File: config.mk
export PLATFORM = sky130hd
export DESIGN_NAME = run_controller_flat
export DESIGN_NICKNAME = d
export VERILOG_FILES = /design/src/rtl/run_controller_if.sv /design/src/rtl/run_controller.sv /design/src/flat_wrapper.sv
export SDC_FILE = /design/constraint.sdc
export NUM_CORES = 1
export LEC_CHECK = 0
export ABC_AREA = 1
export CORE_ASPECT_RATIO = 0.75
export CORE_MARGIN = 4
export CORE_UTILIZATION = 58
export CTS_CLUSTER_DIAMETER = 120
export DETAILED_ROUTE_END_ITERATION = 10
export DONT_BUFFER_PORTS = 1
export GPL_TIMING_DRIVEN = 0
export PLACE_DENSITY = 0.76
export SLEW_MARGIN = 10
export SYNTH_ARGS = -nofsm -noshare
export SYNTH_HDL_FRONTEND = slang
export SYNTH_SLANG_ARGS = --single-unit
File: constraint.sdc
create_clock -name Clk -period 2.6 [get_ports Clk]
set_clock_uncertainty 0.1 [all_clocks]
set_input_delay 0.52 -clock Clk [delete_from_list [all_inputs] [get_ports Clk]]
set_output_delay 0.52 -clock Clk [all_outputs]
set_load 0.02 [all_outputs]
File: src/rtl/run_controller_if.sv
// Bundles the controller's run-control inputs and the status outputs to the processor and bench.
// The controller is the slave side; the bench or top-level drives the master side.
interface run_controller_if #(
  parameter int unsigned INSTR_W = 32,
  parameter int unsigned CNT_W   = 32
);
  logic               Start;
  logic               Mode;
  logic [CNT_W-1:0]   Stop_Count;
  logic               PC_LdEn;
  logic [INSTR_W-1:0] Instr;
  logic               CPU_Reset;
  logic               Busy;
  logic               Done;
  logic               Pass;
  logic               Timeout;
  logic [CNT_W-1:0]   Cycle_Count;
  logic [CNT_W-1:0]   Retired_Count;

  modport master (
    output Start, Mode, Stop_Count, PC_LdEn, Instr,
    input  CPU_Reset, Busy, Done, Pass, Timeout, Cycle_Count, Retired_Count
  );

  modport slave (
    input  Start, Mode, Stop_Count, PC_LdEn, Instr,
    output CPU_Reset, Busy, Done, Pass, Timeout, Cycle_Count, Retired_Count
  );
endinterface

File: src/rtl/run_controller.sv
// Run controller: holds the core in reset, releases it, counts cycles and retires,
// and ends the run on halt, retire limit or watchdog. All outputs are registered.
module run_controller #(
  parameter int unsigned        INSTR_W      = 32,
  parameter int unsigned        CNT_W        = 32,
  parameter int unsigned        RESET_CYCLES = 4,
  parameter int unsigned        MAX_CYCLES   = 10000,
  parameter logic [INSTR_W-1:0] HALT_INSTR   = 32'hFFFF_FFFF
) (
  input logic             Clk,
  input logic             Reset,
  run_controller_if.slave bus
);

  localparam int unsigned RstW = (RESET_CYCLES > 1) ? $clog2(RESET_CYCLES) : 1;
  localparam logic [RstW-1:0]  RstLoad  = RstW'(RESET_CYCLES - 1);
  localparam logic [CNT_W-1:0] WdogLast = CNT_W'(MAX_CYCLES - 1);

  typedef enum logic [1:0] {StIdle, StRst, StRun, StDone} state_e;

  state_e           r_state, w_state_d;
  logic [RstW-1:0]  r_rst_cnt, w_rst_cnt_d;
  logic             r_mode, w_mode_d;
  logic [CNT_W-1:0] r_stop, w_stop_d;
  logic [CNT_W-1:0] r_cycle, w_cycle_d;
  logic [CNT_W-1:0] r_retired, w_retired_d;
  logic             r_pass, w_pass_d;
  logic             r_timeout, w_timeout_d;
  logic             r_cpu_reset, r_busy, r_done;

  logic [CNT_W-1:0] w_cycle_inc, w_retired_inc;
  logic             w_halt, w_limit, w_wdog;

  assign w_cycle_inc   = (r_cycle == '1) ? r_cycle : r_cycle + 1'b1;
  assign w_retired_inc = (r_retired == '1) ? r_retired : r_retired + 1'b1;

  assign w_halt  = bus.PC_LdEn && (bus.Instr == HALT_INSTR);
  // Widened compare so a saturated count never aliases onto a limit, and a limit of 0 never hits.
  assign w_limit = r_mode && bus.PC_LdEn &&
                   (({1'b0, r_retired} + (CNT_W + 1)'(1)) == {1'b0, r_stop});
  assign w_wdog  = (r_cycle == WdogLast);

  always_comb begin
    w_state_d   = r_state;
    w_rst_cnt_d = r_rst_cnt;
    w_mode_d    = r_mode;
    w_stop_d    = r_stop;
    w_cycle_d   = r_cycle;
    w_retired_d = r_retired;
    w_pass_d    = r_pass;
    w_timeout_d = r_timeout;
    case (r_state)
      StIdle, StDone: begin
        if (bus.Start) begin
          w_state_d   = StRst;
          w_rst_cnt_d = RstLoad;
          w_mode_d    = bus.Mode;
          w_stop_d    = bus.Stop_Count;
          w_cycle_d   = '0;
          w_retired_d = '0;
          w_pass_d    = 1'b0;
          w_timeout_d = 1'b0;
        end
      end
      StRst: begin
        if (r_rst_cnt == '0) begin
          w_state_d = StRun;
        end else begin
          w_rst_cnt_d = r_rst_cnt - 1'b1;
        end
      end
      StRun: begin
        w_cycle_d = w_cycle_inc;
        if (bus.PC_LdEn) begin
          w_retired_d = w_retired_inc;
        end
        if (w_halt || w_limit) begin
          w_state_d = StDone;
          w_pass_d  = 1'b1;
        end else if (w_wdog) begin
          w_state_d   = StDone;
          w_timeout_d = 1'b1;
        end
      end
      default: w_state_d = StIdle;
    endcase
  end

  always_ff @(posedge Clk) begin
    if (!Reset) begin
      r_state     <= StIdle;
      r_rst_cnt   <= '0;
      r_mode      <= 1'b0;
      r_stop      <= '0;
      r_cycle     <= '0;
      r_retired   <= '0;
      r_pass      <= 1'b0;
      r_timeout   <= 1'b0;
      r_cpu_reset <= 1'b1;
      r_busy      <= 1'b0;
      r_done      <= 1'b0;
    end else begin
      r_state     <= w_state_d;
      r_rst_cnt   <= w_rst_cnt_d;
      r_mode      <= w_mode_d;
      r_stop      <= w_stop_d;
      r_cycle     <= w_cycle_d;
      r_retired   <= w_retired_d;
      r_pass      <= w_pass_d;
      r_timeout   <= w_timeout_d;
      r_cpu_reset <= (w_state_d != StRun);
      r_busy      <= (w_state_d == StRst) || (w_state_d == StRun);
      r_done      <= (w_state_d == StDone);
    end
  end

  assign bus.CPU_Reset     = r_cpu_reset;
  assign bus.Busy          = r_busy;
  assign bus.Done          = r_done;
  assign bus.Pass          = r_pass;
  assign bus.Timeout       = r_timeout;
  assign bus.Cycle_Count   = r_cycle;
  assign bus.Retired_Count = r_retired;

endmodule

File: src/flat_wrapper.sv
// flat-port wrapper written by rule: the top's interface ports become plain ports
module run_controller_flat 
#(
  parameter int unsigned        INSTR_W      = 32,
  parameter int unsigned        CNT_W        = 32,
  parameter int unsigned        RESET_CYCLES = 4,
  parameter int unsigned        MAX_CYCLES   = 10000,
  parameter logic [INSTR_W-1:0] HALT_INSTR   = 32'hFFFF_FFFF
)
  (Clk, Reset, bus_Start, bus_Mode, bus_Stop_Count, bus_PC_LdEn, bus_Instr, bus_CPU_Reset, bus_Busy, bus_Done, bus_Pass, bus_Timeout, bus_Cycle_Count, bus_Retired_Count);
  run_controller_if #(.INSTR_W(INSTR_W), .CNT_W(CNT_W)) bus_i ();
  input logic Clk;
  input logic Reset;
  input wire logic [$bits(bus_i.Start)-1:0] bus_Start;
  input wire logic [$bits(bus_i.Mode)-1:0] bus_Mode;
  input wire logic [$bits(bus_i.Stop_Count)-1:0] bus_Stop_Count;
  input wire logic [$bits(bus_i.PC_LdEn)-1:0] bus_PC_LdEn;
  input wire logic [$bits(bus_i.Instr)-1:0] bus_Instr;
  output wire logic [$bits(bus_i.CPU_Reset)-1:0] bus_CPU_Reset;
  output wire logic [$bits(bus_i.Busy)-1:0] bus_Busy;
  output wire logic [$bits(bus_i.Done)-1:0] bus_Done;
  output wire logic [$bits(bus_i.Pass)-1:0] bus_Pass;
  output wire logic [$bits(bus_i.Timeout)-1:0] bus_Timeout;
  output wire logic [$bits(bus_i.Cycle_Count)-1:0] bus_Cycle_Count;
  output wire logic [$bits(bus_i.Retired_Count)-1:0] bus_Retired_Count;
  assign bus_i.Start = bus_Start;
  assign bus_i.Mode = bus_Mode;
  assign bus_i.Stop_Count = bus_Stop_Count;
  assign bus_i.PC_LdEn = bus_PC_LdEn;
  assign bus_i.Instr = bus_Instr;
  assign bus_CPU_Reset = bus_i.CPU_Reset;
  assign bus_Busy = bus_i.Busy;
  assign bus_Done = bus_i.Done;
  assign bus_Pass = bus_i.Pass;
  assign bus_Timeout = bus_i.Timeout;
  assign bus_Cycle_Count = bus_i.Cycle_Count;
  assign bus_Retired_Count = bus_i.Retired_Count;
  run_controller #(.INSTR_W(INSTR_W), .CNT_W(CNT_W), .RESET_CYCLES(RESET_CYCLES), .MAX_CYCLES(MAX_CYCLES), .HALT_INSTR(HALT_INSTR)) u_core (.Clk(Clk), .Reset(Reset), .bus(bus_i));
endmodule
==> results.py <==
metrics = {
    "timing": {
        "whs_ps": 231.0,
        "finalSetupViolations": 2,
        "drv_slew": 0,
        "period_share_pct": 105.3,
        "hold_violations": 0,
        "tightest_slew_ps": 827.0,
        "rsz0062_at_grt": "yes",
        "fmax_mhz": 365.3,
        "max-slew-margin-rel_pct": 44.87,
        "setup_slack_ps": -137.3,
        "fin_crit_ps": 2737,
    },
    "status": {
        "outcome": "finished with violations",
        "violations": "negative setup slack",
    },
    "synth": {
        "syn_nets": 1088,
        "synth_warnings": 0,
        "ys_ff_latch": 106,
        "synth_top_area_share_pct": 33.51,
        "yosysTopAreaCell": "dfxtp_1",
        "synthArstFlopShare_pct": 0,
        "avgSynthCellArea_sq_um": 6.257,
        "yosysUniqueCellTypes": 35,
        "synthFlopType": "dfxtp_1",
        "synth-edff-count": 0,
        "synth_common_cells": "nand2_1 (287), nor2_1 (123), dfxtp_1 (106)",
        "yosysMostFrequentCell": "nand2_1",
        "netlist_instances": 1012,
        "synth_area_sq_mm": 0.006332,
        "ys_seq_area_share_pct": 33.51,
        "synth.area.top_cells": "dfxtp_1 (34%), nand2_1 (17%), nor2_1 (7.3%), a21oi_1 (6.5%), nand3_1 (6.4%)",
    },
    "finish": {
        "fin_nets": 1114,
        "drive_gt1_share_pct": 14.77,
        "final_cell_area_sq_mm": 0.007335,
        "syn2layout_area_growth_pct": 15.83,
    },
    "routing": {
        "avgViaCountPerCell": 5.952,
        "postRouteAntennaNets": 0,
        "drc": 0,
        "routed_wl_um": 20570,
        "firstDrtPassIters": 6,
        "wl_per_cell_um": 17.40,
        "via_count": 7035,
        "drt_iter0_drc": 802,
    },
    "global_route": {
        "first_global_vias": 6097,
        "grt_pass1_wl_um": 31840,
        "grt_overflow_total": 0,
        "grt_use_total_pct": 31.52,
        "grt_max_degree": 19,
        "antenna_found_initial": 1,
    },
    "placed_design": {
        "dp_hpwl_um": 15270,
        "portBuffers": 0,
        "gp_congestion": 0.9582,
        "place_area_sq_mm": 0.006504,
    },
    "run": {
        "drv_cap": 0,
    },
    "critical_path": {
        "path_buf_inv": 0,
        "worstPathArrival_ps": 2860,
        "slowest_delay_ps": 470,
        "crit_fanout": 6,
        "crit_chain": "nand2_1, nor2_1, nand2_1, nor2_2, nand3_1, nand3_1, nand2_1, nor2_1, nand2_1, nor2_4, nand3_4, nand3_2, nand2_1, nand2_1, nand2_2, ha_4, nor2_1",
        "cpMaxStageDelayCell": "dfxtp_2",
        "path_class": "reg -> reg",
        "crit_top_cell": "nand2_1",
        "end_kind": "register",
        "cp-start-kind": "register",
        "crit_family": "simple AND/OR/NAND/NOR gates",
        "cp.required_ps": 2720,
    },
    "power_and_ir_drop": {
        "clockPowerShare_pct": 28.2,
        "power.leakage_nw": 2.812,
        "power.share.sequential_pct": 39.1,
        "p_int_mw": 3.111,
        "power_density_mw_per_mm2": 691.0,
        "swShare_pct": 38.63,
        "p_sw_mw": 1.958,
        "ir_worst_vdd_mv": 0.6631,
        "comb_power_share_pct": 32.6,
    },
    "clocking": {
        "cts_tree": "built",
        "ctsRootBufferMaster": "clkbuf_16",
        "cts_buffer_depth": 2,
        "h-tree-depth": 3,
        "clock-sinks": 106,
        "cts_buffers": 9,
        "path_clk_slew_ps": 70,
        "clk-insertion-delay-late_ps": 350,
    },
    "hold_path": {
        "hold_path_class": "in -> reg",
    },
    "die": {
        "core-area_sq_mm": 0.01045,
        "fp.dieArea_sq_mm": 0.01267,
        "ios": 138,
        "die_w_um": 128.7,
        "start_util_pct": 60.60,
        "rows": 32,
        "die_h_um": 98.49,
    },
}
power by group through the flow:
stage                     Sequential (mW)  Combinational, mW  Clock, mW
after floorplan                      1.98               1.05          0
after global placement               2.02               1.42          0
after detailed placement             2.03               1.43          0
after CTS                            1.98               1.51       1.44
after global routing                 2.01               1.83       1.52
final                                1.98               1.65       1.43
registers in the layout, summed over array words and instances (netlist names):
signal and count:
u_core.r_mode 1, u_core.bus.Retired_Count 32, u_core.r_stop 32, u_core.bus.Done 1
u_core.bus.Cycle_Count 32, u_core.r_rst_cnt 2, u_core.bus.Busy 1, u_core.bus.Pass 1
u_core.bus.CPU_Reset 1, u_core.bus.Timeout 1, u_core.r_state 2
through the flow:
stage	std cells	total power, mW	setup TNS [ps]	utilization, %	setup slack [ps]
floorplan	1012	3.028	0	-	19.87
global placement	1148	3.444	-12550	62.24	-537.3
detailed placement	1148	3.459	-12920	62.24	-560.6
CTS	1174	4.934	-91.52	67.96	-83.97
global route	1179	5.358	-639.4	70.11	-256.3
finish	1182	5.068	-241.6	70.19	-137.3
worst reg2reg max path: stages (launching register included):
cell and delay, ps:
dfxtp_2 470, nand2_1 110, nor2_1 230, nand2_1 180
nor2_2 200, nand3_1 100, nand3_1 90, nand2_1 60
nor2_1 80, nand2_1 90, nor2_4 180, nand3_4 120
nand3_2 80, nand2_1 50, nand2_1 70, nand2_2 90
ha_4 270, nor2_1 30
path summary, 6_finish.rpt:
| check | slack, ps | cells after the start | endpoint | from |
|---|---|---|---|---|
| setup / recovery | -140 | 17 | u_core.bus.Busy | u_core.bus.Retired_Count[20] |
| hold / removal | 230 | 2 | u_core.r_stop[2] | bus_Stop_Count[2] |
| setup reg to reg | -140 | 17 | u_core.bus.Busy | u_core.bus.Retired_Count[20] |
| hold reg to reg | 370 | 2 | u_core.r_rst_cnt[1] | u_core.r_rst_cnt[1] |
cell type report:
type / instances / area [sq um]
Tap cell: 136 / 170.2
Antenna cell: 3 / 7.507
Inverter: 106 / 397.9
Timing Repair Buffer: 15 / 120.1
Fill cell: 978 / 3115
Clock inverter: 6 / 72.57
Sequential cell: 106 / 2212
Buffer: 29 / 133.9
Clock buffer: 10 / 239.0
Multi-Input combinational cell: 771 / 3981
routing by layer:
metal	vias up	global-route usage, %	routed length [um]	share of wire [%]
met1	3193	47.72	9244	45
met5	-	0	7	0.034
met4	2	8.152	434	2.1
li1	3376	-	-	-
met2	421	42.36	8168	40
met3	43	10.78	2710	13
kinds of logic (layout without fill, tap and decap cells):
kind of cell             after synthesis  count (layout)  share of synthesized area (%)
adder cells (fa/ha/maj)                7               7                          1.383
AO/OA/AOI/OAI                        147             147                          12.09
XOR/XNOR                              17              17                          2.806
AND/OR/NAND/NOR                      600             600                          42.15
flip-flops                           106             106                          33.51
buffers and inverters                135             166                          8.062
other                                  0               3                              0
placed cells by master (no fill, tap or decap), drive strengths merged, types with 4 or more instances in the layout:
| cell | count |
|---|---|
| xnor2 | 6 |
| a211oi | 4 |
| nor3 | 26 |
| buf | 17 |
| dfxtp | 106 |
| ha | 7 |
| a21oi | 82 |
| xor2 | 9 |
| nand4 | 24 |
| nand3b | 11 |
| nand2 | 295 |
| clkinv | 4 |
| nor4 | 16 |
| inv | 106 |
| nor2 | 137 |
| nand3 | 84 |
| clkbuf | 37 |
| o21ai | 53 |
what timing repair did:
item                                    CTS  global route
hold buffers                              0             0
buffers inserted                         10             5
hold endpoints to repair                  0             0
pin swaps                                18             8
endpoints found under the setup margin   58            48
gates resized for setup                  80            61
Power figures use the tool's default switching activity.
